===== config.mk =====
export PLATFORM = sky130hd
export DESIGN_NAME = fp32_mul_norm_round_flat
export DESIGN_NICKNAME = d
export VERILOG_FILES = /design/src/rtl/fp32_pkg.sv /design/src/rtl/fp32_mul_norm_round_if.sv /design/src/rtl/fp32_round_rne.sv /design/src/rtl/fp32_mul_norm_round.sv /design/src/flat_wrapper.sv
export SDC_FILE = /design/constraint.sdc
export NUM_CORES = 1
export LEC_CHECK = 0
export ABC_AREA = 1
export CAP_MARGIN = 20
export CORE_MARGIN = 4
export CORE_UTILIZATION = 50
export DETAILED_ROUTE_END_ITERATION = 10
export PLACE_DENSITY_LB_ADDON = 0.12
export SETUP_SLACK_MARGIN = 0.2
export SLEW_MARGIN = 40
export SYNTH_ARGS = -nofsm -noshare
export SYNTH_HDL_FRONTEND = slang
export SYNTH_SLANG_ARGS = --single-unit

===== constraint.sdc =====
create_clock -name clk -period 2.8 [get_ports clk]
set_clock_uncertainty 0.2 [all_clocks]
set_input_delay 0.56 -clock clk [delete_from_list [all_inputs] [get_ports clk]]
set_output_delay 0.56 -clock clk [all_outputs]
set_load 0.005 [all_outputs]

===== src/rtl/fp32_pkg.sv =====
// rtl/fp32_pkg.sv - shared FP32 constants, class encodings, flag indices and stage-1 bundle
package fp32_pkg;

    localparam int FP32_BIAS  = 127;
    localparam int FP32_EXP_W = 10;

    typedef enum logic [1:0] {
        CLS_NORM = 2'b00,
        CLS_ZERO = 2'b01,
        CLS_INF  = 2'b10,
        CLS_NAN  = 2'b11
    } cls_t;

    localparam int FLAG_OVF = 2;
    localparam int FLAG_UNF = 1;
    localparam int FLAG_INX = 0;

    localparam logic [31:0] FP32_CANON_NAN = 32'h7FC0_0000;
    localparam logic [31:0] FP32_POS_INF   = 32'h7F80_0000;

    // Exponent travels beside this bundle because its width is a module parameter.
    typedef struct packed {
        logic        sign;
        cls_t        cls;
        logic [23:0] mant;
        logic        guard;
        logic        sticky;
    } s1_t;

endpackage


===== src/rtl/fp32_mul_norm_round_if.sv =====
// rtl/fp32_mul_norm_round_if.sv - valid/ready product-in, result-out bus of the normalize/round stage
interface fp32_mul_norm_round_if
    import fp32_pkg::*;
#(
    parameter int EXP_W = FP32_EXP_W
);
    logic                    in_valid;
    logic                    in_ready;
    logic                    in_sign;
    logic signed [EXP_W-1:0] in_exp_sum;
    logic [47:0]             in_prod;
    logic [1:0]              in_class;
    logic                    out_valid;
    logic                    out_ready;
    logic [31:0]             out_result;
    logic [2:0]              out_flags;

    modport master (
        output in_valid, in_sign, in_exp_sum, in_prod, in_class, out_ready,
        input  in_ready, out_valid, out_result, out_flags
    );

    modport slave (
        input  in_valid, in_sign, in_exp_sum, in_prod, in_class, out_ready,
        output in_ready, out_valid, out_result, out_flags
    );
endinterface


===== src/rtl/fp32_round_rne.sv =====
// rtl/fp32_round_rne.sv - combinational round-to-nearest-even of a 24-bit significand
module fp32_round_rne
    import fp32_pkg::*;
(
    input  logic [23:0] mant,
    input  logic        guard,
    input  logic        sticky,
    output logic [23:0] mant_out,
    output logic        carry,
    output logic        inexact
);
    logic round_up;

    assign round_up            = guard & (sticky | mant[0]);
    assign {carry, mant_out}   = {1'b0, mant} + {24'd0, round_up};
    assign inexact             = guard | sticky;
endmodule


===== src/rtl/fp32_mul_norm_round.sv =====
// rtl/fp32_mul_norm_round.sv - FP32 product normalize/RNE/pack pipeline; FP32_MUL_SUBNORMAL_EN enables gradual underflow
module fp32_mul_norm_round
    import fp32_pkg::*;
#(
    parameter logic [31:0] CANON_NAN = FP32_CANON_NAN,
    parameter int          EXP_W     = FP32_EXP_W
)(
    input  logic                   clk,
    input  logic                   rst,
    fp32_mul_norm_round_if.slave   bus
);
    localparam logic signed [EXP_W-1:0] EXP_ONE  = EXP_W'(1);
    localparam logic signed [EXP_W-1:0] EXP_ZERO = '0;
    localparam logic signed [EXP_W-1:0] EXP_INF  = EXP_W'(255);

    logic                    s1_valid;
    logic                    s2_valid;
    logic                    s1_adv;
    logic                    in_ready;
    s1_t                     s1_d;
    s1_t                     s1_q;
    logic signed [EXP_W-1:0] s1_exp_d;
    logic signed [EXP_W-1:0] s1_exp_q;
    logic [31:0]             res_d;
    logic [31:0]             res_q;
    logic [2:0]              flags_d;
    logic [2:0]              flags_q;

    assign s1_adv        = !s2_valid || bus.out_ready;
    assign in_ready      = !s1_valid || s1_adv;
    assign bus.in_ready  = in_ready;
    assign bus.out_valid = s2_valid;
    assign bus.out_result = res_q;
    assign bus.out_flags  = flags_q;

    always_comb begin
        s1_d.sign = bus.in_sign;
        s1_d.cls  = cls_t'(bus.in_class);
        if (bus.in_prod[47]) begin
            s1_d.mant   = bus.in_prod[47:24];
            s1_d.guard  = bus.in_prod[23];
            s1_d.sticky = |bus.in_prod[22:0];
            s1_exp_d    = bus.in_exp_sum + EXP_ONE;
        end else begin
            s1_d.mant   = bus.in_prod[46:23];
            s1_d.guard  = bus.in_prod[22];
            s1_d.sticky = |bus.in_prod[21:0];
            s1_exp_d    = bus.in_exp_sum;
        end
    end

    logic [23:0]             norm_mant;
    logic                    norm_carry;
    logic                    norm_inexact;
    logic [23:0]             mant_r;
    logic signed [EXP_W-1:0] exp_r;

    fp32_round_rne u_round_norm (
        .mant     (s1_q.mant),
        .guard    (s1_q.guard),
        .sticky   (s1_q.sticky),
        .mant_out (norm_mant),
        .carry    (norm_carry),
        .inexact  (norm_inexact)
    );

    assign mant_r = norm_carry ? 24'h80_0000 : norm_mant;
    assign exp_r  = norm_carry ? s1_exp_q + EXP_ONE : s1_exp_q;

`ifdef FP32_MUL_SUBNORMAL_EN
    logic signed [EXP_W-1:0] sh_raw;
    logic [4:0]              sh;
    logic [50:0]             sh_vec;
    logic [23:0]             sub_mant;
    logic                    sub_carry;
    logic                    sub_inexact;

    // Bits shifted below the guard position land in sh_vec[25:0] and only feed sticky.
    assign sh_raw = EXP_ONE - s1_exp_q;
    assign sh     = (sh_raw > EXP_W'(26)) ? 5'd26 : sh_raw[4:0];
    assign sh_vec = {s1_q.mant, s1_q.guard, 26'd0} >> sh;

    fp32_round_rne u_round_sub (
        .mant     (sh_vec[50:27]),
        .guard    (sh_vec[26]),
        .sticky   (s1_q.sticky | (|sh_vec[25:0])),
        .mant_out (sub_mant),
        .carry    (sub_carry),
        .inexact  (sub_inexact)
    );
`endif

    always_comb begin
        res_d             = {s1_q.sign, exp_r[7:0], mant_r[22:0]};
        flags_d           = '0;
        flags_d[FLAG_INX] = norm_inexact;
        if (s1_exp_q <= EXP_ZERO) begin
`ifdef FP32_MUL_SUBNORMAL_EN
            // A round-up into bit 23 promotes the result to the smallest normal.
            res_d             = {s1_q.sign, 7'd0, sub_mant[23] | sub_carry, sub_mant[22:0]};
            flags_d[FLAG_UNF] = sub_inexact;
            flags_d[FLAG_INX] = sub_inexact;
`else
            res_d             = {s1_q.sign, 31'd0};
            flags_d[FLAG_UNF] = 1'b1;
            flags_d[FLAG_INX] = 1'b1;
`endif
        end else if (exp_r >= EXP_INF) begin
            res_d             = {s1_q.sign, FP32_POS_INF[30:0]};
            flags_d[FLAG_OVF] = 1'b1;
            flags_d[FLAG_INX] = 1'b1;
        end
        case (s1_q.cls)
            CLS_ZERO: begin
                res_d   = {s1_q.sign, 31'd0};
                flags_d = '0;
            end
            CLS_INF: begin
                res_d   = {s1_q.sign, FP32_POS_INF[30:0]};
                flags_d = '0;
            end
            CLS_NAN: begin
                res_d   = CANON_NAN;
                flags_d = '0;
            end
            default: ;
        endcase
    end

    always_ff @(posedge clk) begin
        if (rst) begin
            s1_valid <= 1'b0;
            s2_valid <= 1'b0;
            res_q    <= '0;
            flags_q  <= '0;
        end else begin
            if (in_ready) begin
                s1_valid <= bus.in_valid;
            end
            if (s1_adv) begin
                s2_valid <= s1_valid;
                if (s1_valid) begin
                    res_q   <= res_d;
                    flags_q <= flags_d;
                end
            end
        end
    end

    always_ff @(posedge clk) begin
        if (in_ready && bus.in_valid) begin
            s1_q     <= s1_d;
            s1_exp_q <= s1_exp_d;
        end
    end
endmodule


===== src/flat_wrapper.sv =====
// flat-port wrapper written by rule: the top's interface ports become plain ports
module fp32_mul_norm_round_flat import fp32_pkg::*;
#(
    parameter logic [31:0] CANON_NAN = FP32_CANON_NAN,
    parameter int          EXP_W     = FP32_EXP_W
)
  (clk, rst, bus_in_valid, bus_in_sign, bus_in_exp_sum, bus_in_prod, bus_in_class, bus_out_ready, bus_in_ready, bus_out_valid, bus_out_result, bus_out_flags);
  fp32_mul_norm_round_if #(.EXP_W(EXP_W)) bus_i ();
  input  logic clk;
  input  logic rst;
  input wire logic [$bits(bus_i.in_valid)-1:0] bus_in_valid;
  input wire logic [$bits(bus_i.in_sign)-1:0] bus_in_sign;
  input wire logic [$bits(bus_i.in_exp_sum)-1:0] bus_in_exp_sum;
  input wire logic [$bits(bus_i.in_prod)-1:0] bus_in_prod;
  input wire logic [$bits(bus_i.in_class)-1:0] bus_in_class;
  input wire logic [$bits(bus_i.out_ready)-1:0] bus_out_ready;
  output wire logic [$bits(bus_i.in_ready)-1:0] bus_in_ready;
  output wire logic [$bits(bus_i.out_valid)-1:0] bus_out_valid;
  output wire logic [$bits(bus_i.out_result)-1:0] bus_out_result;
  output wire logic [$bits(bus_i.out_flags)-1:0] bus_out_flags;
  assign bus_i.in_valid = bus_in_valid;
  assign bus_i.in_sign = bus_in_sign;
  assign bus_i.in_exp_sum = bus_in_exp_sum;
  assign bus_i.in_prod = bus_in_prod;
  assign bus_i.in_class = bus_in_class;
  assign bus_i.out_ready = bus_out_ready;
  assign bus_in_ready = bus_i.in_ready;
  assign bus_out_valid = bus_i.out_valid;
  assign bus_out_result = bus_i.out_result;
  assign bus_out_flags = bus_i.out_flags;
  fp32_mul_norm_round #(.CANON_NAN(CANON_NAN), .EXP_W(EXP_W)) u_core (.clk(clk), .rst(rst), .bus(bus_i));
endmodule

=== Word-level counts from Yosys, hierarchy flattened ===
Cells that the tools add are included.

* Register bits: 76
* Input port bits: 65
* Output and inout bits: 37
* Logic and storage cells: 44

* Add/sub/neg operators: 3
* $lt $le $gt $ge: 2
* Eq/ne operators: 3
* Multiplexer cells: 13
* Bitwise logic cells: 3
* Reduce and logical (&&, ||, !) cells: 9

{| class="wikitable"
|+ Operators with widths
! kind !! number
|-
| $pmux 32 s3 || 1
|-
| $mux 31 || 2
|-
| $add 24x1->25 || 1
|-
| $mux 25 || 1
|-
| $mux 23 || 1
|-
| $reduce_or 23->1 || 1
|-
| $reduce_or 22->1 || 1
|-
| $add 10x2->10 const B || 2
|-
| $mux 10 || 2
|-
| $ge 10x9->1 const B || 1
|-
| $le 10x1->1 const B || 1
|-
| $mux 1 || 5
|-
| $eq 2x2->1 const B || 2
|-
| $mux 3 || 1
|-
| $reduce_or 3->1 || 1
|-
| $eq 2x1->1 const B || 1
|-
| $logic_not 1->1 || 2
|-
| $logic_or 1x1->1 || 2
|-
| $or 1x1->1 || 2
|-
| $reduce_and 2->1 || 1
|-
| $and 1x1->1 || 1
|-
| $logic_and 1x1->1 || 1
|}

=== Longest topological paths before layout ===
Gate-level depths: netlist of run 1.

* Depth after elaboration: 8
* Mapped depth: 16

=== Hierarchy ===
From an unflattened synthesis of run 1, not the netlist that was laid out.

* Cells, all modules: 514
* Area, all modules: 4370.4 um^2

{| class="wikitable"
|+ By module, submodules not included
! module !! instances !! cells each !! area each (um^2) !! seq. area each (um^2)
|-
| fp32_mul_norm_round || 1 || 388 || 3627.2 || 1911.8
|-
| fp32_round_rne || 1 || 126 || 743.2 || 0.0
|}

=== Worst setup path before layout of run 1 ===
Ideal clock, no wire load.

* Path type: reg2reg
* Start point: register u_core.s1_q[0] (netlist bit)
* End point: register u_core.res_q[0] (netlist: u_core.bus.out_result[0])
* Library setup time: 0.132 ns
* Arrival: 2.223 ns
* Data required time: 2.468 ns
* Setup slack: 0.245 ns
* Stages on the path, launching flop included: 15
* Path buffers: 2
* Clock period less this slack: 2.555 ns
* Path through: edfxtp_1 -> o21a_1 -> ha_1 -> ha_1 -> nand3_1 -> nor3_4 -> buf_2 -> nand3_1 -> inv_2 -> nand3_1 -> nand2_2 -> inv_2 -> buf_2 -> nand3_2 -> a21oi_2

* Word-level cells in the longest chain between the ends: 8

{| class="wikitable"
|+ Ends and longest elaborated chain
! element !! line !! text
|-
| from (decl) || fp32_mul_norm_round.sv:21 || <nowiki>s1_t s1_q;</nowiki>
|-
| from (signal assigned) || fp32_mul_norm_round.sv:152 || <nowiki>s1_q <= s1_d;</nowiki>
|-
| $or 1x1->1 (*) || fp32_round_rne.sv:14 || <nowiki>assign round_up = guard & (sticky | mant[0]);</nowiki>
|-
| $and 1x1->1 (*) || fp32_round_rne.sv:14 ||
|-
| $add 24x1->25 (*) || fp32_round_rne.sv:15 || <nowiki>assign {carry, mant_out} = {1'b0, mant} + {24'd0, round_up};</nowiki>
|-
| $mux 10 || fp32_mul_norm_round.sv:68 || <nowiki>assign exp_r = norm_carry ? s1_exp_q + EXP_ONE : s1_exp_q;</nowiki>
|-
| $ge 10x9->1 || fp32_mul_norm_round.sv:108 || <nowiki>end else if (exp_r >= EXP_INF) begin</nowiki>
|-
| $mux 31 (*) || fp32_mul_norm_round.sv:108 ||
|-
| $mux 31 (*) || fp32_mul_norm_round.sv:97 || <nowiki>if (s1_exp_q <= EXP_ZERO) begin</nowiki>
|-
| $pmux 32 s3 (*) || fp32_mul_norm_round.sv:113 || <nowiki>case (s1_q.cls)</nowiki>
|-
| to (signal assigned) || fp32_mul_norm_round.sv:143 || <nowiki>res_q <= res_d;</nowiki>
|-
| to (decl) || fp32_mul_norm_round.sv:25 || <nowiki>logic [31:0] res_q;</nowiki>
|}

Mark *: on every way between the ends. The rest lies on a longest branch, timed or not.
A chain may end at the register's enable or synchronous reset.

=== Worst setup path in the final report of run 1 ===
* Start point: register u_core.s1_q[2] (netlist bit)
* End point: register u_core.flags_q[0] (netlist: u_core.bus.out_flags[0])

* Word-level cells in the longest chain between the ends: 8

{| class="wikitable"
|+ Ends and longest elaborated chain
! element !! line !! text
|-
| $or 1x1->1 || fp32_round_rne.sv:14 ||
|-
| $and 1x1->1 || fp32_round_rne.sv:14 ||
|-
| $add 24x1->25 (*) || fp32_round_rne.sv:15 ||
|-
| $mux 10 (*) || fp32_mul_norm_round.sv:68 ||
|-
| $ge 10x9->1 (*) || fp32_mul_norm_round.sv:108 ||
|-
| $mux 1 (*) || fp32_mul_norm_round.sv:108 ||
|-
| $mux 1 (*) || fp32_mul_norm_round.sv:97 ||
|-
| $mux 3 (*) || fp32_mul_norm_round.sv:113 ||
|-
| to (signal assigned) || fp32_mul_norm_round.sv:144 || <nowiki>flags_q <= flags_d;</nowiki>
|-
| to (decl) || fp32_mul_norm_round.sv:27 || <nowiki>logic [2:0] flags_q;</nowiki>
|}

Marked as above.

==> results of run 1 <==
cell usage after synthesis (all sizes together), types with 2 or more instances:
master  instances
nand2         194
inv            44
nor2           44
nand3          41
a21oi          39
edfxtp         39
dfxtp          37
xor2           16
clkbuf         12
xnor2          11
nor3            9
o21ai           8
buf             7
nor4            7
o211ai          7
nand4           6
ha              5
nand3b          5
a31oi           2
worst min-delay path by stage:
stage / start / end / slack (ns) / cells past startpoint
floorplan: u_core.bus.out_flags[0]$_SDFFE_PP0P_ / u_core.bus.out_flags[0]$_SDFFE_PP0P_ / 0.26 / 2
global placement: u_core.bus.out_result[5]$_SDFFE_PP0P_ / u_core.bus.out_result[5]$_SDFFE_PP0P_ / 0.25 / 2
detailed placement: u_core.bus.out_result[6]$_SDFFE_PP0P_ / u_core.bus.out_result[6]$_SDFFE_PP0P_ / 0.26 / 2
CTS: u_core.bus.out_result[6]$_SDFFE_PP0P_ / u_core.bus.out_result[6]$_SDFFE_PP0P_ / 0.27 / 2
global route: u_core.bus.out_result[6]$_SDFFE_PP0P_ / u_core.bus.out_result[6]$_SDFFE_PP0P_ / 0.28 / 2
finish: u_core.bus.out_result[5]$_SDFFE_PP0P_ / u_core.bus.out_result[5]$_SDFFE_PP0P_ / 0.27 / 2
through the flow:
step                setup TNS [ns]  instance area, um2
global route                 -1.06                5890
finish                           0                5890
global placement                 0                5450
CTS                              0                5740
detailed placement               0                5450
floorplan                        0                4310
cells by family after synthesis:
family	count (synthesis)
XOR/XNOR	27
AND/OR/NAND/NOR	308
buffers and inverters	64
AO/OA/AOI/OAI	60
adder cells (fa/ha/maj)	5
flip-flops	76
layout by cell type, fill, tap and decap left out, drive strengths merged, types with 7 or more instances in the layout:
cell type and count:
xnor2 11, clkbuf 14, nor3 9, nand2 197, buf 18, nor4 7, nand3 42, o21ai 8
nor2 44, a21oi 39, o211ai 7, xor2 16, edfxtp 39, clkdlybuf4s50 101, inv 44, dfxtp 37
registers in the layout, indices dropped and copies added (netlist names):
register	flops
u_core.bus.out_flags	3
u_core.bus.out_result	32
u_core.bus.out_valid	1
u_core.s1_exp_q	10
u_core.s1_q	29
u_core.s1_valid	1
final cells by class:
type                       instances  share of cell area [%]
tap                              105                    2.23
clock inverter                     2                   0.234
multi-input combinational        404                    39.0
clock buffer                      14                    3.31
inverter                          45                    2.91
sequential                        76                    32.5
timing repair buffer             119                    19.9
worst max-delay path: cells and delay by family, from the launching register on:
family | cells | cell delay (ns)
AOI/OAI and AO/OA | 3 | 0.51
DFF | 1 | 0.37
buffers and inverters | 1 | 0.16
and+or+nand+nor | 10 | 1.12
adders and majority gates | 2 | 0.31
repair_timing:
item,CTS,global route
setup buffers,2,6
gates resized for setup,11,15
setup endpoints to repair,28,33
pin swaps,2,20
cloned,1,3
power breakdown:
part	switching, uW	internal [uW]	leakage (uW)
clock	386	456	0.000107
sequential	51.9	1230	0.000681
combinational	202	201	0.00153
total	641	1890	0.00232
metal layers:
metal	routed length, um	track usage (%)
met1	4830	28.2
met2	4770	32.7
met3	644	3.60
met4	167	6.74
met5	0	0
==> impl_metrics.env, run 1 <==
export IMPL_cp_end_kind="flop"
export IMPL_die_height_um=101
export IMPL_whs_ns=0.266
export IMPL_wire_per_inst_um=13.6
export IMPL_synth_largest_area_cell="edfxtp_1"
export IMPL_worst_pin_slew_ns=0.540
export IMPL_power_uw=2530
export IMPL_cts_tree="yes"
export IMPL_worstPathMaxFanout=6
export IMPL_relSlewSlack_pct=63.9
export IMPL_wirelength_mm=10.4
export IMPL_irDropWorstVdd_v=0.000227
export IMPL_ys_async_sr_fraction_pct=0
export IMPL_synth_distinct_cells=42
export IMPL_hold_class="reg -> reg"
export IMPL_worstSkewPairLatency_ns=0.33
export IMPL_synth_mux_area_share_pct=0
export IMPL_drtIter0Drc=155
export IMPL_startpoint="u_core.s1_q[2]$_DFFE_PP_"
export IMPL_grt_total_usage_pct=20.5
export IMPL_reg2reg_depth=16
export IMPL_rsz0062_at_grt="yes"
export IMPL_die_area_mm2=0.0102
export IMPL_synth_edff_count=39
export IMPL_multi_input_area_mm2=0.00230
export IMPL_synth_compound_area_share_pct=9.20
export IMPL_drive_above_1_share_pct=15.0
export IMPL_cpPeakStageDelay_ns=0.37
export IMPL_clockBufferDepth=2
export IMPL_reg2reg_to="u_core.bus.out_flags[0]$_SDFFE_PP0P_"
export IMPL_seq_area_mm2=0.00191
export IMPL_fmax_mhz=365
export IMPL_antenna_found_initial=0
export IMPL_worstPathCellList="o21a_1 > ha_4 > ha_4 > nand3_4 > nor3_4 > nand2_2 > nand2_1 > nand2_1 > nor2_1 > nand2_1 > o21ai_4 > buf_12 > nand2_8 > nand2_4 > nand2_4 > a21oi_2"
export IMPL_p_leak_uw=0.00232
export IMPL_reg2reg_setup_slack_ns=0.06
export IMPL_initial_core_util_pct=52.0
export IMPL_chipWidth_um=101
export IMPL_postSynthAreaPerCell_um2=7.99
export IMPL_io_pin_count=102
export IMPL_routed_via_count=3885
export IMPL_grt_overflow=0
export IMPL_area_delta_synth_final_pct=36.6
export IMPL_grt_pass1_vias=3644
export IMPL_power_density_mw_per_mm2=429
export IMPL_dpl_hpwl_mm=7.75
export IMPL_synth_nets=610
export IMPL_dr_pass1_iters=4
export IMPL_post_drt_via_cell_ratio=5.08
export IMPL_ys_seq_area_share_pct=44.3
export IMPL_cp_required_ns=2.87
export IMPL_clkTransAtPathRegs_ns=0.08
export IMPL_rows=33
export IMPL_synth_simple_gate_area_share_pct=33.4
export IMPL_cts_buffers=9
export IMPL_ant_nets=0
export IMPL_grt_pass1_wl_mm=16.7
export IMPL_utilization_pct=71.0
export IMPL_worst_path_max_delay_cell="edfxtp_1"
export IMPL_fillers=679
export IMPL_slew_viol_final=0
export IMPL_ys_warn_count=0
export IMPL_clock_sinks=76
export IMPL_synthXorXnorAreaFrac_pct=5.48
export IMPL_cap_viol_max_count=0
export IMPL_synth_seq_cells=76
export IMPL_io_buffers=101
export IMPL_synthFlopType="edfxtp_1"
export IMPL_ctsHoldBuffers=0
export IMPL_cp_arrival_ns=2.81
export IMPL_synthAdderAreaFrac_pct=1.45
export IMPL_finalNetCount=725
export IMPL_syn_inst=540
export IMPL_setup_worst_path_end="u_core.bus.out_flags[0]$_SDFFE_PP0P_"
export IMPL_cp_start_kind="flop"
export IMPL_setup_slack_ns=0.0575
export IMPL_n_antenna_cell=0
export IMPL_pre_cts_ws_ns=0.0240
export IMPL_synth_top_area_share_pct=27.2
export IMPL_critPathKind="reg -> reg"
export IMPL_dp_cells=737
export IMPL_netlist_top_cells_area="edfxtp_1, dfxtp_1, nand2_1, inv_1, nor2_1"
export IMPL_core_mm2=0.00830
export IMPL_status="finished, final reports clean"
export IMPL_final_hold_viol_count=0
export IMPL_setup_viol=0
export IMPL_final_period_utilization_pct=97.9
export IMPL_r2r_start="u_core.s1_q[2]$_DFFE_PP_"
export IMPL_cpMostUsedCell="nand2_1"
export IMPL_synth_area_mm2=0.00431
export IMPL_gp_congestion=0.895
export IMPL_clockRootBuffer="clkbuf_8"
export IMPL_synth_top_family_by_area="simple AND/OR/NAND/NOR gates"
export IMPL_fin_cells=765
export IMPL_h_tree_depth=3
export IMPL_drc=0
export IMPL_grt_max_degree=40
export IMPL_period_minus_slack_ns=2.74
No activity file was read; power rests on OpenSTA's default activity.
==> inputs of run 2 (changes only) <==
--- a/config.mk
+++ b/config.mk
@@ -6,7 +6,6 @@
 export NUM_CORES = 1
 export LEC_CHECK = 0
 export ABC_AREA = 1
-export CAP_MARGIN = 20
 export CORE_MARGIN = 4
 export CORE_UTILIZATION = 50
 export DETAILED_ROUTE_END_ITERATION = 10
==> results of run 2 <==
The final DEF is identical to that of run 1; final timing and power are the same.
==> inputs of run 3 (changes only) <==
--- a/config.mk
+++ b/config.mk
@@ -9,9 +9,10 @@
 export CORE_MARGIN = 4
 export CORE_UTILIZATION = 50
 export DETAILED_ROUTE_END_ITERATION = 10
+export MAX_ROUTING_LAYER = met4
 export PLACE_DENSITY_LB_ADDON = 0.12
 export SETUP_SLACK_MARGIN = 0.2
-export SLEW_MARGIN = 40
+export SLEW_MARGIN = 20
 export SYNTH_ARGS = -nofsm -noshare
 export SYNTH_HDL_FRONTEND = slang
 export SYNTH_SLANG_ARGS = --single-unit
==> run 3 against run 2 <==
Against the previous run: clock power is 5.7% lower; core utilization is 0.95 points higher; cell count is 0.92% higher; combinational power is 3% higher; sequential share of layout area is 0.43 points lower; design area is 1.3% higher; register-to-register slack better by 0.03 ns; total power is 1.4% lower; non-clock buffer count is 7 higher; maximum frequency is 1.3% higher.
==> impl_metrics.env, run 3 (synthesis results as in run 1) <==
export IMPL_irDropWorstVdd_v=0.000194
export IMPL_clockRootBuffer="clkbuf_8"
export IMPL_cts_buffers=9
export IMPL_drtIter0Drc=170
export IMPL_grt_pass1_vias=3567
export IMPL_post_drt_via_cell_ratio=4.98
export IMPL_critPathKind="reg -> reg"
export IMPL_hold_class="reg -> reg"
export IMPL_wirelength_mm=10.6
export IMPL_mostFrequentLayoutCell="nand2_1"
export IMPL_setup_slack_ns=0.0917
export IMPL_clkTransAtPathRegs_ns=0.09
export IMPL_largest_reg_flops=32
export IMPL_grt_pass1_wl_mm=16.3
export IMPL_setup_viol=0
export IMPL_p_leak_uw=0.00233
export IMPL_cts_tree="yes"
export IMPL_grt_total_usage_pct=20.6
export IMPL_clock_sinks=76
export IMPL_initial_core_util_pct=52.0
export IMPL_die_height_um=101
export IMPL_dp_cells=736
export IMPL_rsz0062_at_grt="yes"
export IMPL_worstPathMaxFanout=12
export IMPL_rows=33
export IMPL_period_minus_slack_ns=2.71
export IMPL_dpl_hpwl_mm=7.79
export IMPL_power_density_mw_per_mm2=418
export IMPL_grt_overflow=0
export IMPL_cp_end_kind="flop"
export IMPL_drc=0
export IMPL_drive_above_1_share_pct=16.5
export IMPL_core_mm2=0.00830
export IMPL_worst_pin_slew_ns=0.510
export IMPL_final_period_utilization_pct=96.7
export IMPL_cap_viol_max_count=0
export IMPL_cp_arrival_ns=2.76
export IMPL_fillers=660
export IMPL_finalNetCount=732
export IMPL_worstSkewPairLatency_ns=0.35
export IMPL_relSlewSlack_pct=65.9
export IMPL_chipWidth_um=101
export IMPL_clockBufferDepth=2
export IMPL_layout_common_cells="nand2_1, clkdlybuf4s50_1, inv_1, edfxtp_1, dfxtp_1"
export IMPL_gp_congestion=0.907
export IMPL_die_area_mm2=0.0102
export IMPL_h_tree_depth=3
export IMPL_routed_via_count=3848
export IMPL_area_delta_synth_final_pct=38.4
export IMPL_fmax_mhz=369
export IMPL_wire_per_inst_um=13.7
export IMPL_cp_start_kind="flop"
export IMPL_grt_max_degree=40
export IMPL_final_hold_viol_count=0
export IMPL_io_pin_count=102
export IMPL_antenna_found_initial=0
export IMPL_status="finished, final reports clean"
export IMPL_fin_cells=772
export IMPL_ant_nets=0
export IMPL_cp_required_ns=2.85
export IMPL_dr_pass1_iters=5
export IMPL_io_buffers=101
export IMPL_slew_viol_final=0
export IMPL_pre_cts_ws_ns=0.0416
export IMPL_n_antenna_cell=0
==> run 3: cell count changes in the layout (fill, tap and decap cells not counted), moves of 3 or more <==
cell and change:
buf_4 +5, nand2_2 +3, nand2_4 -3, nand3_2 -5
nand3_4 +4, nor2_1 -3, nor2_2 +3
==> run 3: cell type report <==
class | instances | area, um2 | share of cell area (%)
multi-input cells | 404 | 2330 | 39.0
flip-flops and latches | 76 | 1910 | 32.0
repair buffers | 126 | 1240 | 20.8
inverters | 45 | 171 | 2.87
clock buffers | 11 | 153 | 2.56
well taps | 105 | 131 | 2.20
clock inverters | 5 | 33.8 | 0.566
==> run 3: metal layers <==
| layer | wire length (um) | vias up | track usage, % |
|---|---|---|---|
| met2 | 4800 | 130 | 31.7 |
| met1 | 4970 | 1687 | 28.0 |
| met5 | 0 | - | - |
| li1 | - | 2018 | - |
| met3 | 603 | 13 | 3.88 |
| met4 | 186 | 0 | 5.28 |
==> run 3: per-stage QoR <==
step	hold slack [ns]	cell area [um2]	TNS [ns]	power, uW	utilization, %
finish	0.271	5970	0	2490	71.9
global route	0.289	5970	-0.741	2600	71.9
CTS	0.271	5700	0	2460	68.7
detailed placement	0.257	5440	0	1680	65.5
global placement	0.253	5440	0	1670	65.5
floorplan	0.262	4310	0	1490	-
==> run 3: final timing paths <==
path,slack [ns],cells past startpoint,end,start
worst max-delay path,0.09,14,u_core.bus.out_result[3]$_SDFFE_PP0P_,u_core.s1_q[1]$_DFFE_PP_
worst min-delay path,0.27,2,u_core.bus.out_result[8]$_SDFFE_PP0P_,u_core.bus.out_result[8]$_SDFFE_PP0P_
worst max register to register,0.09,14,u_core.bus.out_result[3]$_SDFFE_PP0P_,u_core.s1_q[1]$_DFFE_PP_
worst min register to register,0.27,2,u_core.bus.out_result[8]$_SDFFE_PP0P_,u_core.bus.out_result[8]$_SDFFE_PP0P_
==> run 3: timing repair <==
item	in CTS	in global routing
pin swaps	1	9
buffers inserted	3	13
gates resized for setup	6	27
gates cloned	1	3
hold buffers	0	0
setup endpoints to repair	24	33
==> run 3: where the power goes <==
part	switching, uW	internal, uW
Combinational	206	210
Clock	418	376
Sequential	52.1	1230
==> run 3: worst max-delay path: stages (launching register included) <==
cell and delay [ns]:
edfxtp_1 0.39, o21a_1 0.18, ha_4 0.16, ha_4 0.14, nand3_4 0.09, nor3_4 0.31, nand2_2 0.14, buf_4 0.15
buf_4 0.13, nand2_1 0.09, o21ai_4 0.08, buf_4 0.16, nand2_8 0.11, nand2_1 0.07, a21oi_1 0.20
